**src/rtl/conv_y_collector_if.sv**
```systemverilog
`default_nettype none
// +-------------------------------------------------------------------------+
// | conv_y_collector_if : y-stream handshake and host read/release bus      |
// | Rev 1.0 - initial release (checksum signal present with Y_CHECKSUM_EN)  |
// +-------------------------------------------------------------------------+
interface conv_y_collector_if #(
  parameter int WIDTH = 12,
  parameter int ADDRY = 3,
  parameter int CNTW  = 8
);
  logic signed [WIDTH-1:0] s_data_in_y;
  logic                    s_valid_y;
  logic                    s_ready_y;
  logic                    rd_en;
  logic [ADDRY-1:0]        rd_addr;
  logic [WIDTH-1:0]        rd_data;
  logic                    rd_valid;
  logic                    frame_ready;
  logic                    frame_release;
  logic [CNTW-1:0]         frame_count;
`ifdef Y_CHECKSUM_EN
  logic [WIDTH-1:0]        checksum;

  modport master (
    output s_data_in_y, s_valid_y, rd_en, rd_addr, frame_release,
    input  s_ready_y, rd_data, rd_valid, frame_ready, frame_count, checksum
  );
  modport slave (
    input  s_data_in_y, s_valid_y, rd_en, rd_addr, frame_release,
    output s_ready_y, rd_data, rd_valid, frame_ready, frame_count, checksum
  );
`else
  modport master (
    output s_data_in_y, s_valid_y, rd_en, rd_addr, frame_release,
    input  s_ready_y, rd_data, rd_valid, frame_ready, frame_count
  );
  modport slave (
    input  s_data_in_y, s_valid_y, rd_en, rd_addr, frame_release,
    output s_ready_y, rd_data, rd_valid, frame_ready, frame_count
  );
`endif
endinterface
`default_nettype wire

```
**src/rtl/conv_y_collector.sv**
```systemverilog
`default_nettype none
// +-------------------------------------------------------------------------+
// | conv_y_collector : buffers one conv-layer y frame, stalls until release |
// | Optional running frame checksum with Y_CHECKSUM_EN.  Rev 1.0            |
// +-------------------------------------------------------------------------+
module conv_y_collector #(
  parameter int WIDTH = 12,
  parameter int LENY  = 5,
  parameter int ADDRY = 3,
  parameter int CNTW  = 8
) (
  input  wire logic         clk,
  input  wire logic         reset,
  conv_y_collector_if.slave bus
);

  localparam logic [0:0]       c_FILL = 1'b0;
  localparam logic [0:0]       c_FULL = 1'b1;
  localparam logic [ADDRY-1:0] c_LAST = ADDRY'(LENY - 1);

  logic [0:0]       r_state;
  logic [ADDRY-1:0] r_wr_ptr;
  logic [CNTW-1:0]  r_frame_count;
  logic [WIDTH-1:0] r_rd_data;
  logic             r_rd_valid;
  logic [WIDTH-1:0] r_mem [LENY];

  logic w_ready;
  logic w_accept;
  logic w_last;

  // Ready depends on state and reset only, never on valid or release.
  assign w_ready  = reset & (r_state == c_FILL);
  assign w_accept = bus.s_valid_y & w_ready;
  assign w_last   = (r_wr_ptr == c_LAST);

  assign bus.s_ready_y   = w_ready;
  assign bus.frame_ready = (r_state == c_FULL);
  assign bus.frame_count = r_frame_count;
  assign bus.rd_data     = r_rd_data;
  assign bus.rd_valid    = r_rd_valid;

  always_ff @(posedge clk or negedge reset) begin
    if (!reset) begin
      r_state       <= c_FILL;
      r_wr_ptr      <= '0;
      r_frame_count <= '0;
    end else begin
      case (r_state)
        c_FILL: begin
          if (w_accept) begin
            if (w_last) begin
              r_wr_ptr      <= '0;
              r_state       <= c_FULL;
              r_frame_count <= r_frame_count + 1'b1;
            end else begin
              r_wr_ptr <= r_wr_ptr + 1'b1;
            end
          end
        end
        c_FULL: begin
          if (bus.frame_release) begin
            r_state <= c_FILL;
          end
        end
        default: r_state <= c_FILL;
      endcase
    end
  end

  // Frame storage is deliberately not reset.
  always_ff @(posedge clk) begin
    if (w_accept) begin
      r_mem[r_wr_ptr] <= bus.s_data_in_y;
    end
  end

  // Registered read sees the pre-edge contents, giving read-before-write.
  always_ff @(posedge clk or negedge reset) begin
    if (!reset) begin
      r_rd_data  <= '0;
      r_rd_valid <= 1'b0;
    end else begin
      r_rd_valid <= bus.rd_en;
      if (bus.rd_en) begin
        r_rd_data <= (bus.rd_addr <= c_LAST) ? r_mem[bus.rd_addr] : '0;
      end
    end
  end

`ifdef Y_CHECKSUM_EN
  logic [WIDTH-1:0] r_checksum;

  assign bus.checksum = r_checksum;

  always_ff @(posedge clk or negedge reset) begin
    if (!reset) begin
      r_checksum <= '0;
    end else if (w_accept) begin
      r_checksum <= r_checksum + bus.s_data_in_y;
    end else if ((r_state == c_FULL) && bus.frame_release) begin
      r_checksum <= '0;
    end
  end
`endif

endmodule
`default_nettype wire

```
**src/flat_wrapper.sv**
```systemverilog
// flat-port wrapper written by rule: the top's interface ports become plain ports
module conv_y_collector_flat 
#(
  parameter int WIDTH = 12,
  parameter int LENY  = 5,
  parameter int ADDRY = 3,
  parameter int CNTW  = 8
)
  (clk, reset, bus_s_data_in_y, bus_s_valid_y, bus_rd_en, bus_rd_addr, bus_frame_release, bus_s_ready_y, bus_rd_data, bus_rd_valid, bus_frame_ready, bus_frame_count);
  conv_y_collector_if #(.WIDTH(WIDTH), .ADDRY(ADDRY), .CNTW(CNTW)) bus_i ();
  input  wire logic clk;
  input  wire logic reset;
  input wire logic [$bits(bus_i.s_data_in_y)-1:0] bus_s_data_in_y;
  input wire logic [$bits(bus_i.s_valid_y)-1:0] bus_s_valid_y;
  input wire logic [$bits(bus_i.rd_en)-1:0] bus_rd_en;
  input wire logic [$bits(bus_i.rd_addr)-1:0] bus_rd_addr;
  input wire logic [$bits(bus_i.frame_release)-1:0] bus_frame_release;
  output wire logic [$bits(bus_i.s_ready_y)-1:0] bus_s_ready_y;
  output wire logic [$bits(bus_i.rd_data)-1:0] bus_rd_data;
  output wire logic [$bits(bus_i.rd_valid)-1:0] bus_rd_valid;
  output wire logic [$bits(bus_i.frame_ready)-1:0] bus_frame_ready;
  output wire logic [$bits(bus_i.frame_count)-1:0] bus_frame_count;
  assign bus_i.s_data_in_y = bus_s_data_in_y;
  assign bus_i.s_valid_y = bus_s_valid_y;
  assign bus_i.rd_en = bus_rd_en;
  assign bus_i.rd_addr = bus_rd_addr;
  assign bus_i.frame_release = bus_frame_release;
  assign bus_s_ready_y = bus_i.s_ready_y;
  assign bus_rd_data = bus_i.rd_data;
  assign bus_rd_valid = bus_i.rd_valid;
  assign bus_frame_ready = bus_i.frame_ready;
  assign bus_frame_count = bus_i.frame_count;
  conv_y_collector #(.WIDTH(WIDTH), .LENY(LENY), .ADDRY(ADDRY), .CNTW(CNTW)) u_core (.clk(clk), .reset(reset), .bus(bus_i));
endmodule
```
**config.mk**
```make
export PLATFORM = sky130hd
export DESIGN_NAME = conv_y_collector_flat
export DESIGN_NICKNAME = d
export VERILOG_FILES = /design/src/rtl/conv_y_collector_if.sv /design/src/rtl/conv_y_collector.sv /design/src/flat_wrapper.sv
export SDC_FILE = /design/constraint.sdc
export NUM_CORES = 1
export LEC_CHECK = 0
export CELL_PAD_IN_SITES_DETAIL_PLACEMENT = 1
export CELL_PAD_IN_SITES_GLOBAL_PLACEMENT = 1
export CORE_MARGIN = 4
export CORE_UTILIZATION = 50
export DETAILED_ROUTE_END_ITERATION = 16
export HOLD_SLACK_MARGIN = 0.06
export PLACE_DENSITY_LB_ADDON = 0.1
export SLEW_MARGIN = 5
export SYNTH_ARGS = -nofsm -noshare
export SYNTH_HDL_FRONTEND = slang
export SYNTH_SLANG_ARGS = --single-unit
```
**constraint.sdc**
```tcl
create_clock -name clk -period 4.15 [get_ports clk]
set_clock_uncertainty 0.05 [all_clocks]
set_input_delay 0.83 -clock clk [delete_from_list [all_inputs] [get_ports clk]]
set_output_delay 0.83 -clock clk [all_outputs]
set_load 0.01 [all_outputs]
```
==> flow_summary.toml <==
[run_status]
status = "finished clean"

[synth]
synth_nets = 198
synth_area_sq_um = 3260
ys_ff_latch = 85
synth_area_leaders = "edfxtp_1 (55%), dfrtp_1 (19%), mux4_2 (6.2%), a221o_1 (3.7%), nor2b_1 (2.7%)"
synth_top_area_share = 0.553
yosysWarningCount = 0
synth_ff_type = "edfxtp_1"
synth_edf_count = 60
syn_avg_cell_area_sq_um = 18.6
yosysTopAreaCell = "edfxtp_1"
yosysSeqAreaShare = 0.745
netlist-cell-type-count = 28
synthCells = 175
async_reset_ff_frac = 0.294

[power]
power_per_cell_area_nw_per_um2 = 501
vdd_drop_max_uv = 310
leakage_nw = 1.47

[detailed_routing]
via_per_inst = 5.75
drt_wl_total_mm = 6.96
first_pass_iters = 4
ant_nets = 0
drc_errors = 0
dr_total_vias = 1805
dr.first_iter.drc_count = 130
wire_per_inst_microns = 22.2

[job]
cap_violations = 0

[cells_and_area]
fin_cells = 314
nets = 255
drive_gt1_frac = 0.177
syn2layout_area_growth_pct = 24.8
diodes = 0
fill_cells = 554

[timing]
finalSetupViolations = 0
tns_ns = 0
period_needed_ns = 3.14
final-hold-violation-count = 0
clock.fmax_ghz = 0.319
min_period_over_period = 0.756
tightest_slew_ns = 0.965
rsz0062_at_grt = "false"
drv_slew = 0
max-slew-margin-rel = 0.352

[floorplanning]
start_util = 0.513
num_rows = 29
die_h_microns = 88.7
core_area_sq_um = 6350
ioPinCount = 43
die_w_microns = 88.7
die-area_sq_um = 7870

[cts]
clock_path_buffers = 2
cts_resized = 0
clkTransAtPathRegs_ns = 0.08
cts_max_level = 3
cts_setup_buffers = 0
cts.root.buffer_cell = "clkbuf_8"
ctsHoldBuffers = 0
cts_sinks = 85
worstSkewPairLatency_ns = 0.34
numCtsBuffers = 9
cts_tree = "built"

[global_routing]
grt_use_met2 = 0.331
grt_pass1_wl_mm = 11.2
use_met1 = 0.257
antenna_found_initial = 0
grt.overflow.total = 0
first_global_vias = 2045
grt_util_met3 = 0.0317
busiest_layer = "met2"
grt_max_degree = 17
track_usage = 0.200

[critical_path]
cp_max_fo = 15
end_kind = "output port"
critPathLaunchType = "primary input"
cp.required_ns = 3.27
arrival_ns = 2.26
crit_type = "in2out"

[placed_design]
port_buffers = 42
gp_congestion = 0.750
hpwl_mm = 4.41
dpl.cell_count = 298

[hold_path]
hp-class = "reg2reg"
## per-stage QoR
| stage | hold slack, ns | instance area, sq um | setup slack [ns] | util | total power (W) |
|---|---|---|---|---|---|
| 6_report | 0.425 | 4070 | 1.01 | 0.640 | 0.00204 |
| 5_1_grt | 0.439 | 4070 | 0.926 | 0.640 | 0.00213 |
| 4_1_cts | 0.439 | 4070 | 0.981 | 0.640 | 0.00206 |
| 3_5_place_dp | 0.419 | 3850 | 0.979 | 0.606 | 0.00143 |
| 3_3_place_gp | 0.409 | 3850 | 1.04 | 0.606 | 0.00140 |
| 2_1_floorplan | 0.405 | 3260 | 1.12 | - | 0.00124 |
## metal layers
metal / wire (microns) / up-vias / share of wire
met5: 0 / - / 0
met4: 161 / 0 / 0.023
met3: 297 / 14 / 0.043
met2: 3570 / 61 / 0.51
met1: 2930 / 924 / 0.42
li1: - / 806 / -
## where the power goes
part | total, W | switching (W) | internal, W
registers | 0.00109 | 0.0000836 | 0.00101
clock network | 0.000622 | 0.000284 | 0.000338
logic | 0.000324 | 0.000159 | 0.000165
total | 0.00204 | 0.000527 | 0.00151
## logic make-up after synthesis
group | count (synthesis) | share of synthesized area
and+or+nand+nor | 39 | 0.0699
xor gates and xnor gates | 8 | 0.0215
DFF | 85 | 0.745
AOI/OAI and AO/OA | 14 | 0.0411
muxes | 14 | 0.0934
adders and majority gates | 3 | 0.0115
buffers and inverters | 12 | 0.0173
## area by class of cell
type,count,area [sq um],share of cell area
clock buffers,10,128,0.0314
clock inverters,6,87.6,0.0215
inverters,5,18.8,0.00462
multi-input cells,78,805,0.198
flip-flops and latches,85,2430,0.597
well taps,77,96.3,0.0237
repair buffers,53,503,0.124
## layout by cell type, fill, tap and decap left out, types with 2 or more instances in the layout
cell,count
nor4_2,4
nor2_1,2
nand3_1,2
mux4_1,3
xor2_1,7
inv_1,5
nand4_1,2
nor4_1,2
mux4_2,9
nor3_1,5
mux2_2,2
clkdlybuf4s50_1,42
buf_4,11
clkinvlp_4,3
clkbuf_8,9
nand2_1,4
bufinv_16,2
ha_1,3
a221o_1,12
dfrtp_1,25
nor2b_1,14
edfxtp_1,60
## critical path, cell delays in order
cell	delay, ns
clkdlybuf4s50_1	0.49
buf_4	0.23
nor2b_1	0.15
clkdlybuf4s50_1	0.54
## cells in the mapped netlist (2+ instances only)
cell type,n
mux4_1,3
ha_1,3
nor2b_1,14
nor3_1,5
nor4_1,6
mux2_2,2
dfrtp_1,25
buf_2,2
edfxtp_1,60
clkbuf_1,2
nand3_1,2
xor2_1,7
a221o_1,12
inv_1,5
nand2_1,4
nor2_1,2
mux4_2,9
nand4_1,2
## final timing paths
kind                                                  startpoint                                    end  slack [ns]  depth (start not counted)
min in group asynchronous                                  reset      u_core.bus.rd_data[1]$_DFFE_PN0P_        0.80                          2
max                                                        reset                          bus_s_ready_y        1.01                          4
min reg2reg                u_core.bus.frame_count[7]$_DFFE_PN0P_  u_core.bus.frame_count[7]$_DFFE_PN0P_        0.43                          1
max in group asynchronous                                  reset      u_core.bus.rd_data[5]$_DFFE_PN0P_        3.07                          2
max reg2reg                     u_core.bus.frame_ready$_DFF_PN0_           u_core.r_mem[4][4]$_DFFE_PP_        2.10                          3
min                        u_core.bus.frame_count[7]$_DFFE_PN0P_  u_core.bus.frame_count[7]$_DFFE_PN0P_        0.43                          1
## state kept, by name, summed over array words and instances (netlist names)
signal / cells
u_core.bus.frame_count: 8
u_core.bus.frame_ready: 1
u_core.bus.rd_data: 12
u_core.bus.rd_valid: 1
u_core.r_mem: 60
u_core.r_wr_ptr: 3
Power figures use the tool's default switching activity.
